## src/rtl/spi_slave.sv

```systemverilog
// SPI mode-0 register-access slave: oversamples the SPI pins on clk, decodes a
// {opcode, addr} header and performs one 32-bit write or read per frame.
module spi_slave #(
    parameter int unsigned HDR_LEN     = 16,
    parameter int unsigned ADD_LEN     = 14,
    parameter int unsigned DLY_LEN     = 2,
    parameter int unsigned DATA_LEN    = 32,
    parameter int unsigned SYNC_STAGES = 2
) (
    input  logic                clk,
    input  logic                rst,
    input  logic                sclk,
    input  logic                cs,
    input  logic                mosi,
    output logic                miso,
    output logic                miso_oe,
    output logic                wr_en,
    output logic [ADD_LEN-1:0]  wr_addr,
    output logic [DATA_LEN-1:0] wr_data,
    output logic                rd_en,
    output logic [ADD_LEN-1:0]  rd_addr,
    input  logic [DATA_LEN-1:0] rd_data,
    output logic                frame_done,
    output logic                frame_err
);

    localparam int unsigned CNT_W = 6;
    localparam logic [CNT_W-1:0] HDR_LAST  = CNT_W'(HDR_LEN - 1);
    localparam logic [CNT_W-1:0] WR_LAST   = CNT_W'(HDR_LEN + DATA_LEN - 1);
    localparam logic [CNT_W-1:0] TURN_LAST = CNT_W'(HDR_LEN + DLY_LEN);
    localparam logic [CNT_W-1:0] RD_LAST   = CNT_W'(HDR_LEN + DLY_LEN + DATA_LEN);

    typedef enum logic [2:0] {
        ST_IDLE, ST_HDR, ST_WDATA, ST_TURN, ST_RDATA, ST_IGNORE
    } state_t;

    // Synchronizers, edge-detect register and registered one-clk strobes
    logic [SYNC_STAGES-1:0] sclk_s, cs_s, mosi_s;
    logic sclk_d, cs_d, mosi_q;
    logic sclk_rise, sclk_fall, cs_rise, cs_fall;

    always_ff @(posedge clk) begin
        if (rst) begin
            sclk_s    <= '0;
            cs_s      <= '0;
            mosi_s    <= '0;
            sclk_d    <= 1'b0;
            cs_d      <= 1'b0;
            mosi_q    <= 1'b0;
            sclk_rise <= 1'b0;
            sclk_fall <= 1'b0;
            cs_rise   <= 1'b0;
            cs_fall   <= 1'b0;
        end else begin
            sclk_s    <= {sclk_s[SYNC_STAGES-2:0], sclk};
            cs_s      <= {cs_s[SYNC_STAGES-2:0], cs};
            mosi_s    <= {mosi_s[SYNC_STAGES-2:0], mosi};
            sclk_d    <= sclk_s[SYNC_STAGES-1];
            cs_d      <= cs_s[SYNC_STAGES-1];
            mosi_q    <= mosi_s[SYNC_STAGES-1];
            sclk_rise <= sclk_s[SYNC_STAGES-1] & ~sclk_d;
            sclk_fall <= ~sclk_s[SYNC_STAGES-1] & sclk_d;
            cs_rise   <= cs_s[SYNC_STAGES-1] & ~cs_d;
            cs_fall   <= ~cs_s[SYNC_STAGES-1] & cs_d;
        end
    end

    state_t              state, state_n;
    logic [CNT_W-1:0]    cnt, cnt_n;
    logic [DATA_LEN-1:0] sr, sr_n;
    logic [ADD_LEN-1:0]  addr_q, addr_n;
    logic                rd_cap;
    logic                miso_n, miso_oe_n, wr_en_n, rd_en_n, done_n, err_n;
    logic [ADD_LEN-1:0]  wr_addr_n, rd_addr_n;
    logic [DATA_LEN-1:0] wr_data_n;
    logic [HDR_LEN-1:0]  hdr;

    assign hdr = {sr[HDR_LEN-2:0], mosi_q};

    // Next-state and next-output logic
    always_comb begin
        state_n   = state;
        cnt_n     = cnt;
        sr_n      = sr;
        addr_n    = addr_q;
        miso_n    = miso;
        miso_oe_n = miso_oe;
        wr_en_n   = 1'b0;
        rd_en_n   = 1'b0;
        done_n    = 1'b0;
        err_n     = 1'b0;
        wr_addr_n = wr_addr;
        wr_data_n = wr_data;
        rd_addr_n = rd_addr;

        case (state)
            ST_IDLE: begin
                miso_n    = 1'b0;
                miso_oe_n = 1'b0;
                if (cs_fall) begin
                    state_n = ST_HDR;
                    cnt_n   = '0;
                    sr_n    = '0;
                end
            end
            ST_HDR, ST_WDATA: begin
                if (cs_rise) begin
                    err_n   = 1'b1;
                    state_n = ST_IDLE;
                end else if (sclk_rise) begin
                    sr_n  = {sr[DATA_LEN-2:0], mosi_q};
                    cnt_n = cnt + CNT_W'(1);
                    if (state == ST_HDR && cnt == HDR_LAST) begin
                        addr_n = hdr[ADD_LEN-1:0];
                        case (hdr[HDR_LEN-1 -: 2])
                            2'b01: state_n = ST_WDATA;
                            2'b10: begin
                                rd_en_n   = 1'b1;
                                rd_addr_n = hdr[ADD_LEN-1:0];
                                state_n   = ST_TURN;
                            end
                            default: begin
                                err_n   = 1'b1;
                                state_n = ST_IGNORE;
                            end
                        endcase
                    end else if (state == ST_WDATA && cnt == WR_LAST) begin
                        wr_en_n   = 1'b1;
                        wr_addr_n = addr_q;
                        wr_data_n = {sr[DATA_LEN-2:0], mosi_q};
                        done_n    = 1'b1;
                        state_n   = ST_IGNORE;
                    end
                end
            end
            ST_TURN: begin
                if (cs_rise) begin
                    err_n   = 1'b1;
                    state_n = ST_IDLE;
                end else begin
                    if (rd_cap)
                        sr_n = rd_data;
                    if (sclk_rise) begin
                        cnt_n = cnt + CNT_W'(1);
                    end else if (sclk_fall && cnt == TURN_LAST) begin
                        miso_n    = sr[DATA_LEN-1];
                        miso_oe_n = 1'b1;
                        sr_n      = {sr[DATA_LEN-2:0], 1'b0};
                        state_n   = ST_RDATA;
                    end
                end
            end
            ST_RDATA: begin
                if (cs_rise) begin
                    err_n     = 1'b1;
                    miso_n    = 1'b0;
                    miso_oe_n = 1'b0;
                    state_n   = ST_IDLE;
                end else if (sclk_rise) begin
                    cnt_n = cnt + CNT_W'(1);
                end else if (sclk_fall) begin
                    if (cnt == RD_LAST) begin
                        miso_n    = 1'b0;
                        miso_oe_n = 1'b0;
                        done_n    = 1'b1;
                        state_n   = ST_IGNORE;
                    end else begin
                        miso_n = sr[DATA_LEN-1];
                        sr_n   = {sr[DATA_LEN-2:0], 1'b0};
                    end
                end
            end
            ST_IGNORE: begin
                // A cs_fall here means a missed cs_rise: restart straight into a new header
                if (cs_rise) begin
                    state_n = ST_IDLE;
                end else if (cs_fall) begin
                    state_n = ST_HDR;
                    cnt_n   = '0;
                    sr_n    = '0;
                end
            end
            default: state_n = ST_IDLE;
        endcase
    end

    always_ff @(posedge clk) begin
        if (rst) begin
            state      <= ST_IDLE;
            cnt        <= '0;
            sr         <= '0;
            addr_q     <= '0;
            rd_cap     <= 1'b0;
            miso       <= 1'b0;
            miso_oe    <= 1'b0;
            wr_en      <= 1'b0;
            rd_en      <= 1'b0;
            frame_done <= 1'b0;
            frame_err  <= 1'b0;
            wr_addr    <= '0;
            wr_data    <= '0;
            rd_addr    <= '0;
        end else begin
            state      <= state_n;
            cnt        <= cnt_n;
            sr         <= sr_n;
            addr_q     <= addr_n;
            rd_cap     <= rd_en;
            miso       <= miso_n;
            miso_oe    <= miso_oe_n;
            wr_en      <= wr_en_n;
            rd_en      <= rd_en_n;
            frame_done <= done_n;
            frame_err  <= err_n;
            wr_addr    <= wr_addr_n;
            wr_data    <= wr_data_n;
            rd_addr    <= rd_addr_n;
        end
    end

endmodule

```

## config.mk

```make
export PLATFORM = sky130hd
export DESIGN_NAME = spi_slave
export DESIGN_NICKNAME = d
export VERILOG_FILES = /design/src/rtl/spi_slave.sv
export SDC_FILE = /design/constraint.sdc
export NUM_CORES = 1
export LEC_CHECK = 0
export CAP_MARGIN = 10
export CORE_UTILIZATION = 53
export CTS_CLUSTER_SIZE = 24
export DETAILED_ROUTE_END_ITERATION = 10
export GPL_ROUTABILITY_DRIVEN = 1
export GPL_TIMING_DRIVEN = 0
export PLACE_DENSITY = 0.8
export SYNTH_ARGS = -nofsm -noshare
export SYNTH_HDL_FRONTEND = slang
export SYNTH_SLANG_ARGS = --single-unit
```

## constraint.sdc

```tcl
create_clock -name clk -period 2.45 [get_ports clk]
set_clock_uncertainty 0.15 [all_clocks]
set_input_delay 0.49 -clock clk [delete_from_list [all_inputs] [get_ports clk]]
set_output_delay 0.49 -clock clk [all_outputs]
set_load 0.01 [all_outputs]
```

; After elaboration in Yosys (flattened, before gate mapping)
; Index checks and enable logic that the tools add are counted.
[word_totals]
regBits = 135
inputBits = 37
out_inout_bits = 66
elab_cells = 153
[classes]
n_addsub = 1
eq_ne = 30
n_mux = 65
bitwise = 12
n_reduce_logical = 21
[op_table]
columns = cell, count
row1 = 32-bit two-way mux, 12
row2 = 32-bit case mux with 5 select lines, 1
row3 = 3-bit two-way mux, 13
row4 = 1-bit two-way mux, 28
row5 = 6-bit two-way mux, 4
row6 = "2-bit != test, second input constant", 11
row7 = "3-bit != test, second input constant", 6
row8 = 6-bit case mux with 3 select lines, 1
row9 = 3-bit case mux with 5 select lines, 1
row10 = 7-bit AND reduction, 2
row11 = "6-bit == test, second input constant", 2
row12 = 5-bit AND reduction, 2
row13 = 9-bit AND reduction, 1
row14 = 1-bit inverter, 8
row15 = 4-bit AND reduction, 2
row16 = 2-bit OR reduction, 4
row17 = "6-bit by 1-bit adder with 6-bit output, second input constant", 1
row18 = "3-bit by 2-bit == test with 1-bit output, second input constant", 2
row19 = "3-bit == test, second input constant", 2
row20 = "6-bit by 4-bit == test with 1-bit output, second input constant", 1
row21 = "6-bit by 5-bit == test with 1-bit output, second input constant", 1
row22 = 1-bit case mux with 3 select lines, 2
row23 = 3-bit case mux with 2 select lines, 1
row24 = 6-bit AND reduction, 1
row25 = other kinds (13), 20

; Longest topological paths before layout
; Gate-level depths: netlist (run 1).
[depth]
word_depth = 7
depth_mapped = 9
mapped_depth_nobuf = 7

; Least setup slack after synthesis (run 1)
; No wires, ideal clock.
[synth_path]
path_type = register -> register
from = reg cnt[0]
to = reg sr[10]
setup_ps = 68
arrival_ps = 1802
t_required_ps = 2232
slack_ps = 430
stages_incl_launch_ff = 9
path_buffers = 1
synth_period_minus_slack_ps = 2020
path_cell_list = dfxtp_1 inv_1 ha_1 and4bb_2 nand2_1 o41ai_1 clkbuf_1 a21oi_1 o2bb2ai_2
[synth_between]
elab_chain_len = 6
elab_cells_between_ends = 9
classes_between = 3 x eq/ne / 4 x mux / 2 x reduce/logical
[synth_lines]
columns = item, line_no
row1 = from (decl), 69  ; logic [CNT_W-1:0] cnt, cnt_n;
row2 = from (signal assigned), 205  ; cnt <= cnt_n;
row3 = 6-bit by 5-bit == test with 1-bit output, 145  ; end else if (sclk_fall && cnt == TURN_LAST) begin
row4 = 1-bit logical AND, 145
row5 = 32-bit two-way mux, 145
row6 = 32-bit two-way mux, 143  ; if (sclk_rise) begin
row7 = 32-bit two-way mux, 137  ; if (cs_rise) begin
row8 = 32-bit case mux with 5 select lines, 96  ; case (state)
row9 = to (signal assigned), 206  ; sr <= sr_n;
row10 = to (decl), 70  ; logic [DATA_LEN-1:0] sr, sr_n;
; Several ways; a longest one is shown, not always the timed one. The select of a mux whose other input is x is not followed.
; A chain may end at the register's enable or synchronous reset.

; Worst setup path in the final report (run 1)
[layout_path]
from = reg state[0]
to = reg rd_en
[layout_between]
elab_chain_len = 4
elab_cells_between_ends = 7
classes_between = 2 x eq/ne / 2 x bitwise / 3 x reduce/logical
[layout_lines]
columns = item, line_no
row1 = from (decl), 68  ; state_t state, state_n;
row2 = from (signal assigned), 204  ; state <= state_n;
row3 = 3-bit by 1-bit == test with 1-bit output / 3-bit by 2-bit == test with 1-bit output (equally long branches), "96, 113"
row4 = 2-bit OR reduction / 1-bit logical AND (equally long branches), "96, 113"
row5 = 1-bit inverter (no source line), n/a
row6 = 5-bit OR reduction (no source line) *, n/a
row7 = to (signal assigned), 212  ; rd_en <= rd_en_n;
row8 = to (decl), 20  ; output logic rd_en,
; Every way passes the cells marked *; elsewhere a longest branch is shown, timed or not.

==> results of run 1 <==
-- cells in the mapped netlist, types with 2 or more instances --
library cell,count,area share
clkbuf_1,28,0.018
buf_6,5,0.0096
nor3_1,5,0.0043
o2bb2ai_2,30,0.077
buf_4,2,0.0026
nor2_1,59,0.038
nand4_1,2,0.0021
mux2i_1,48,0.082
nand2_1,115,0.074
and3_1,3,0.0032
o41ai_1,2,0.0030
a21oi_1,105,0.090
nand2b_1,7,0.0075
a211oi_1,3,0.0038
or3_1,2,0.0021
buf_2,10,0.0085
o21ai_0,8,0.0068
dfxtp_1,135,0.46
nand3_1,19,0.016
a31oi_1,2,0.0021
xnor2_1,2,0.0030
nor3b_1,3,0.0038
buf_1,5,0.0032
o21ai_1,4,0.0034
ha_1,4,0.0085
inv_1,6,0.0038
nor2b_1,19,0.020
-- timing repair --
item / CTS / global route
buffers inserted: 0 / 0
pin swaps: 0 / 0
hold buffers: 0 / 0
resized for setup: 2 / 30
setup endpoints to repair: 30 / 73
-- critical path, stage by stage (launching register included) --
cell,delay (ns)
dfxtp_1,0.51
or4b_1,0.53
nor4_2,0.25
nand2_1,0.24
clkbuf_2,0.28
nor3_1,0.28
-- sequential cells by signal, indices dropped and copies added (netlist names), 2 cells and up --
name,count
addr_q,14
wr_data,32
cs_s,2
wr_addr,14
cnt,6
sclk_s,2
mosi_s,2
sr,32
rd_addr,14
state,3
-- path summary, 6_finish.rpt --
path                            slack [ns]                    to             startpoint  cells after the start
worst max-delay path                  0.09      rd_en$_SDFF_PP0_  state[0]$_SDFFE_PP0P_                      5
worst max register to register        0.09      rd_en$_SDFF_PP0_  state[0]$_SDFFE_PP0P_                      5
worst min-delay path                  0.26  sclk_rise$_SDFF_PP0_      sclk_d$_SDFF_PP0_                      1
worst min register to register        0.26  sclk_rise$_SDFF_PP0_      sclk_d$_SDFF_PP0_                      1
-- cell type report --
cell class,instances,area (um2),area share
multi-input combinational,470,2910,0.378
clock inverter,10,144,0.0187
tap,140,175,0.0227
timing repair buffer,102,1020,0.132
sequential,135,2700,0.351
clock buffer,22,463,0.0601
inverter,6,22.5,0.00292
buffer,49,267,0.0346
-- cells by family (layout without fill, tap and decap cells) --
family	count (synthesis)	after routing	synth area share
multiplexers	48	48	0.0820
AND/OR/NAND/NOR	245	245	0.188
adder cells (fa/ha/maj)	4	4	0.00855
AO/OA/AOI/OAI	170	170	0.210
flip-flops	135	135	0.461
XOR/XNOR	3	3	0.00449
buffers and inverters	56	189	0.0457
-- through the flow --
step / setup slack (ns) / TNS (ns) / power [mW] / hold slack [ns] / utilization
after floorplan: 0.430 / 0 / 3.05 / 0.233 / -
after global placement: -0.283 / -7.17 / 3.35 / 0.238 / 0.653
after detailed placement: -0.378 / -9.89 / 3.36 / 0.248 / 0.653
after CTS: 0.00702 / 0 / 5.93 / 0.257 / 0.711
after global routing: 0.0313 / 0 / 6.21 / 0.274 / 0.714
final: 0.0874 / 0 / 5.98 / 0.258 / 0.714
-- where the power goes --
group          internal, mW  switching [mW]  total [mW]
Combinational         0.394           0.710        1.10
Sequential             2.23          0.0572        2.28
Clock                  1.64           0.950        2.59
-- layer usage --
metal | GRT usage | vias to the layer above | wire length [um]
met1 | 0.372 | 2534 | 6930
met5 | 0 | - | 0
met4 | 0.114 | 0 | 359
li1 | - | 2540 | -
met2 | 0.476 | 224 | 7580
met3 | 0.0523 | 36 | 1020
==> results.md, run 1 <==
* Ys async rst share at 0
* Mean Syn Cell Area at 8.86 um2
* Inst Count DP at 903
* Layout area overhead at 31.6%
* Worst Hold Class: register to register
* Post-route insts no fill at 934
* Final setup viols at 0
* Post-synth EDFFs at 0
* Drt via density at 5.71
* Clk_lat worst skew at 0.52 ns
* Sink count of the clock tree at 135
* Wire length per cell at 17.0 um
* Clock Path Buffers at 2
* Final instance area at 7710 um2
* Num ports at 103
* Cell Pwr Density at 775 nW/um2
* Crit path DAT at 2.63 ns
* Setup repair after global routing missed its margin: false
* CP required at 2.71 ns
* Synth Warn # at 0
* Flops & latches, synth at 135
* Initial drt markers at 471
* Die width at 107 um
* Worst setup EP type: register
* Placement Cell Area at 7050 um2
* GRT overflow at 0
* Final min period at 2.36 ns
* # port buffers at 102
* Max cap viols at 0
* Fmax at 0.423 GHz
* Global-route wire length before repair at 25.6 mm
* # nets final at 822
* Initial antenna violation count at 0
* Initial DRT Pass Iterations at 5
* Cell variety after synth at 55
* H-tree depth at 4
* Clock-pin transition on the worst setup and hold timing paths at 0.06 ns
* Largest net degree at the start of global routing at 17
* DIE AREA at 11500 um2
* CTS Buf Count at 17
* Die height at 107 um
* GP Congestion at 0.931
* Crit-path max FO at 10
* Via count at 5334
* Net Count, Synth at 702
* Leak at 2.45 nW
* Status: finished clean
* DRC at 0
* TritonCTS clock tree: done
* Total routed wirelength at 15.9 mm
* Initial Util at 0.543
* Crit Path Class: register to register
* Number of global-route vias before repair at 5172
* Mapped Cells at 661
* Max IR drop VDD at 0.443 mV
* Ant. Diodes at 0
* Routed Antenna Nets at 0
* Max-slew violations at 0
* Final hold vios at 0
* Critical path launch point type: register
* Total Routing Usage GR at 0.288
* Most common cell after layout, fill and taps aside: dfxtp_1
* Ys flop type: dfxtp_1
* Relative slew slack at 0.488
* Share of cells above drive strength 1 at 0.123
* Most frequent cells in the layout: dfxtp_1, nand2_1, a21oi_1
* Rows at 38
* Fillcell total at 818
* CTS root buffer: clkbuf_8
* Synth Cell Area at 5860 um2
* CORE AREA at 10800 um2
* Seq/Total Area, Yosys at 0.461
* Period Utilization, post-route at 0.964
* Dpl hpwl at 11.1 mm
* Worst Tran Pin Value at 0.768 ns
Power figures use the tool's default switching activity.
==> run 2: changes to the inputs <==
CTS_CLUSTER_DIAMETER = 60   (was unset)
clock period = 2.4 ns   (was 2.45 ns; I/O delays follow)
==> results.md, run 2 (same netlist as run 1, synthesis figures left out) <==
* Status: finished clean (unchanged)
* CTS Buf Count at 17 (unchanged)
* CTS root buffer: clkbuf_8 (unchanged)
* Clock-pin transition on the worst setup and hold timing paths at 0.06 ns (about the same)
* Most frequent cells in the layout: dfxtp_1, nand2_1, a21oi_1 (unchanged)
* Initial DRT Pass Iterations at 5 (unchanged)
* Final instance area at 7720 um2 (was 7710 um2)
* Total Routing Usage GR at 0.289 (was 0.288)
* Post CTS Setup Buffer Count at 0 (unchanged)
* Critical Path End: rd_en$_SDFF_PP0_ (unchanged)
* RR Startpoint: state[0]$_SDFFE_PP0P_ (unchanged)
* Routed Antenna Nets at 0 (unchanged)
* Final setup viols at 0 (unchanged)
* Gates resized, CTS repair at 7 (was 2)
* Setup repair after global routing missed its margin: false (unchanged)
* Sink count of the clock tree at 135 (unchanged)
* Die height at 107 um (unchanged)
* Worst Hold Class: register to register (unchanged)
* Hold path cells at 1 (unchanged)
* R2r worst-path depth at 5 (unchanged)
* # port buffers at 102 (unchanged)
* Largest net degree at the start of global routing at 17 (unchanged)
* DRC at 0 (unchanged)
* Total routed wirelength at 15.9 mm (about the same)
* Worst setup EP type: register (unchanged)
* Crit path DAT at 2.58 ns (was 2.63 ns)
* Via count at 5364 (was 5334)
* GP Congestion at 0.931 (unchanged)
* H-tree depth at 4 (unchanged)
* Min Hold Slack at 0.258 ns (about the same)
* Post-route insts no fill at 934 (unchanged)
* Top Registers: sr (32), wr_data (32) (unchanged)
* Critical path startpoint: state[0]$_SDFFE_PP0P_ (unchanged)
* Die width at 107 um (unchanged)
* Drt via density at 5.74 (was 5.71)
* Rows at 38 (unchanged)
* Total power at 6.11 mW (was 5.98 mW)
* Initial drt markers at 441 (was 471)
* # nets final at 822 (unchanged)
* GRT overflow at 0 (unchanged)
* Share of cells above drive strength 1 at 0.126 (was 0.123)
* Leak at 2.45 nW (unchanged)
* R2r endpoint: rd_en$_SDFF_PP0_ (unchanged)
* Dpl hpwl at 11.1 mm (unchanged)
* Max cap viols at 0 (unchanged)
* Placement Cell Area at 7050 um2 (unchanged)
* Max-slew violations at 0 (unchanged)
* Fmax at 0.431 GHz (was 0.423 GHz)
* CTS Hold Bufs at 0 (unchanged)
* R2R setup slack at 0.08 ns (was 0.09 ns)
* Cell Pwr Density at 792 nW/um2 (was 775 nW/um2)
* Initial antenna violation count at 0 (unchanged)
* Period Utilization, post-route at 0.967 (was 0.964)
* Clk_lat worst skew at 0.52 ns (about the same)
* Setup TNS at 0 ns (unchanged)
* Worst Tran Pin Value at 0.759 ns (was 0.768 ns)
* Wire length per cell at 17.0 um (about the same)
* Ant. Diodes at 0 (unchanged)
* Initial Util at 0.543 (unchanged)
* TritonCTS clock tree: done (unchanged)
* Global-route wire length before repair at 25.6 mm (about the same)
* Critical path launch point type: register (unchanged)
* Num ports at 103 (unchanged)
* Fillcell total at 817 (was 818)
* Final hold vios at 0 (unchanged)
* Max IR drop VDD at 0.468 mV (was 0.443 mV)
* CP required at 2.66 ns (was 2.71 ns)
* Relative slew slack at 0.494 (was 0.488)
* Clock Path Buffers at 2 (unchanged)
* Layout area overhead at 31.8% (was 31.6%)
* Final min period at 2.32 ns (was 2.36 ns)
* Number of global-route vias before repair at 5172 (unchanged)
* Crit-path max FO at 10 (unchanged)
* CORE AREA at 10800 um2 (unchanged)
* Most common cell after layout, fill and taps aside: dfxtp_1 (unchanged)
* DIE AREA at 11500 um2 (unchanged)
* Crit Path Class: register to register (unchanged)
* Inst Count DP at 903 (unchanged)
run 2: report_power, final:
part	internal [mW]	switching, mW	total [mW]
Combinational	0.408	0.733	1.14
Sequential	2.27	0.0562	2.33
Clock	1.67	0.972	2.64
Total	4.35	1.76	6.11
run 2: routing by layer:
| layer | share of wire | GRT usage | vias up |
|---|---|---|---|
| li1 | - | - | 2544 |
| met1 | 0.44 | 0.373 | 2567 |
| met4 | 0.018 | 0.114 | 0 |
| met2 | 0.48 | 0.477 | 227 |
| met5 | 0 | 0 | - |
| met3 | 0.062 | 0.0523 | 26 |
run 2: critical path, cell delays in order (launching register included):
cell      delay [ns]
dfxtp_1         0.49
or4b_1          0.53
nor4_2          0.24
nand2_1         0.23
clkbuf_2        0.28
nor3_1          0.28
run 2: worst min path at each step:
stage | startpoint | end | slack (ns)
global route | sclk_d$_SDFF_PP0_ | sclk_rise$_SDFF_PP0_ | 0.27
finish | sclk_d$_SDFF_PP0_ | sclk_rise$_SDFF_PP0_ | 0.26
CTS | cs_d$_SDFF_PP0_ | cs_rise$_SDFF_PP0_ | 0.26
global placement | sclk_d$_SDFF_PP0_ | sclk_rise$_SDFF_PP0_ | 0.24
detailed placement | sclk_d$_SDFF_PP0_ | sclk_rise$_SDFF_PP0_ | 0.25
floorplan | cs_d$_SDFF_PP0_ | cs_rise$_SDFF_PP0_ | 0.23
run 2: layout make-up:
type / instances / area (um2) / area share
well taps: 140 / 175 / 0.0227
clock buffers: 22 / 463 / 0.0600
clock inverters: 10 / 144 / 0.0186
plain buffers: 49 / 270 / 0.0350
multi-input cells: 470 / 2920 / 0.379
flip-flops and latches: 135 / 2700 / 0.350
inverters: 6 / 22.5 / 0.00292
repair buffers: 102 / 1020 / 0.132
run 2: metrics by stage:
| step | utilization | setup slack [ns] |
|---|---|---|
| after floorplan | - | 0.380 |
| after global placement | 0.653 | -0.333 |
| after detailed placement | 0.653 | -0.428 |
| after CTS | 0.712 | 0.0110 |
| after global routing | 0.715 | 0.0123 |
| final | 0.715 | 0.0798 |
==> patch, RTL diff (flow settings as in run 2) <==
The output `frame_done` loses its register stage (`frame_done` becomes a continuous assignment).
--- a/src/rtl/spi_slave.sv
+++ b/src/rtl/spi_slave.sv
@@ -197,3 +197,2 @@
             rd_en      <= 1'b0;
-            frame_done <= 1'b0;
             frame_err  <= 1'b0;
@@ -212,3 +211,2 @@
             rd_en      <= rd_en_n;
-            frame_done <= done_n;
             frame_err  <= err_n;
@@ -220,2 +218,4 @@
 
+    assign frame_done = done_n;
+
 endmodule
Check against the original RTL: no difference found for any inputs over 10 cycles, from zero or initial values and one cycle with rst high; that may be too few to reach the edited logic, so the function may still have changed.
==> patch against run 2 <==
The flow now finishes with violations (DRC, setup timing). Routed wire length up 11%. Design area up 7.0%. Sequential cell count down 1. Power down 9.4%. Worst setup slack worse by 120 ps. Largest power group unchanged. Area after synthesis up 9.2%. Combinational power down 27%.
==> patch: results (changes against run 2) <==
Vias in the first global route: 5,811 (+12%)
FF-to-FF End: sr[18]
Fin nets: 919 (+12%)
Hold wc startpoint: sclk_d
Yosys warning count: 0 (unchanged)
Critical path type: reg -> out
Total routed wire length on the met1 layer: 7870 um (+13%)
Number of inserted filler cells in the final layout: 910 (+11%)
Part of the Yosys area used for sequential elements: 42.0% (-4.2 points)
Largest registers: sr (32), wr_data (32)
H-tree levels: 4 (unchanged)
Worst slew pin tran: 777 ps (+18.1 ps)
Wire length of the first global-routing pass: 28,500 um (+11%)
Crit path max-delay cell type: sky130_fd_sc_hd__or3_4
Clock buffer depth: 2 (unchanged)
Count of input and output buffers: 101 (-0.98%)
Worst IR drop on VDD: 0.000373 V (-20%)
Final RePlAce weighted congestion: 0.874 (-6.1%)
Global routing met2 resource utilization: 46.0% (-1.7 points)
Leak: 2.86 nW (+17%)
Largest net degree at the start of global routing: 17 (unchanged)
Critical path endpoint: frame_done
Cell count of the worst reg-to-reg path: 9 (+4)
Routed wirelength normalized by instance count: 17.1 um (+0.35%)
Number of distinct library cells after synthesis: 62 (+13%)
Antenna diode count: 0 (unchanged)
Global-route usage over all layers: 28.8% (-0.047 points)
CTS root buffer: sky130_fd_sc_hd__clkbuf_16
Status: complete, but fails checks
Setup ws final: -42.9 ps (-123 ps)
Post-place instance area: 7580 sq um (+7.5%)
Worst min-delay path endpoint: sclk_rise
Ratio of cells with drive above 1 in the final layout: 11.6% (-1.0 points)
Cell depth of the worst min-delay path: 1 (unchanged)
Clock latency reported for the late side of the worst-skew pair: 420 ps (-100 ps)
Worst min-delay path class: reg -> reg
Post-synthesis average cell area: 8.50 sq um (-4.0%)
Dominant cells by area after synthesis: sky130_fd_sc_hd__dfxtp_1 42%, sky130_fd_sc_hd__mux2i_1 9.9%, sky130_fd_sc_hd__nand2_1 7.5%
DRC: 9 (+9)
Final setup violation count: 1 (+1)
Half-perimeter wire length after detailed placement: 12,400 um (+12%)
Met1 GRT Util: 36.8% (-0.48 points)
Arrival time of data at the critical path endpoint: 1810 ps (-770 ps)
Detailed router's first-iteration violation count: 477 (+8.2%)
Startpoint of the most critical setup path: state[2]
Worst reg2reg setup slack: 110 ps (+30 ps)
Top cell family by delay on the critical path: simple AND/OR/NAND/NOR gates
Net Count, Synth: 793 (+13%)
Highest cell delay on the worst timing path: 390 ps (-140 ps)
Total wire length: 17,700 um (+11%)
Router iterations before antenna repair: 11 (+6)
Startpoint of the lowest-slack register-to-register path: cnt[0]
Cell total after placement: 996 (+10%)
Wire length on met3: 969 um (-1.4%)
Met3 Usage GRT: 5.88% (+0.65 points)
Synth cell count leaders: 134 x sky130_fd_sc_hd__dfxtp_1, 128 x sky130_fd_sc_hd__nand2_1, 80 x sky130_fd_sc_hd__nor2_1
Detailed-routed wire length on met2: 8240 um (+7.1%)
Via-per-instance ratio: 5.67 (-1.4%)
Violations in the final reports: DRC, setup timing
==> patch: changes by cell type in the layout (fill, tap and decap cells not counted), sizes merged, moves of 3 or more <==
| cell | delta |
|---|---|
| o31ai | +32 |
| o2bb2ai | -31 |
| and3 | +30 |
| nor2b | +27 |
| nor2 | +23 |
| a21oi | -21 |
| buf | +17 |
| nand3 | -16 |
| mux2i | +15 |
| nand2 | +13 |
| a211oi | +3 |
==> patch: report_power, final <==
part	switching, mW	internal (mW)	leakage, nW
clock network	0.932	1.49	0.269
logic	0.511	0.317	1.51
registers	0.0346	2.25	1.08
==> patch: repair_timing <==
| action | 4_1_cts | 5_1_grt |
|---|---|---|
| endpoints found under the setup margin | 41 | 66 |
| pin swaps | 2 | 6 |
| setup buffers | 4 | 2 |
| resized for setup | 16 | 12 |
==> patch: area by class of cell <==
class                      instances  area, sq um  area share (%)
clock inverter                     8         73.8           0.893
inverter                           6         22.5           0.273
clock buffer                      23          478            5.78
tap                              143          179            2.17
sequential                       134         2690            32.6
multi-input combinational        553         3430            41.5
timing repair buffer             107         1060            12.9
buffer                            59          329            3.98
==> patch: cells by family after synthesis <==
group,Yosys count,synth area share [%]
AO/OA/AOI/OAI,147,15.3
XOR/XNOR,6,0.822
adder cells (fa/ha/maj),5,0.939
buffers and inverters,65,5.28
flip-flops,134,42.0
multiplexers,64,10.0
AND/OR/NAND/NOR,331,25.7
==> patch: metrics by stage <==
| stage | worst slack, ps | hold slack (ps) | setup TNS [ps] |
|---|---|---|---|
| after detailed placement | -258 | 249 | -7030 |
| after floorplan | 298 | 233 | 0 |
| final | -42.9 | 259 | -42.9 |
| after CTS | -101 | 260 | -101 |
| after global placement | -284 | 243 | -5050 |
| after global routing | -121 | 281 | -130 |
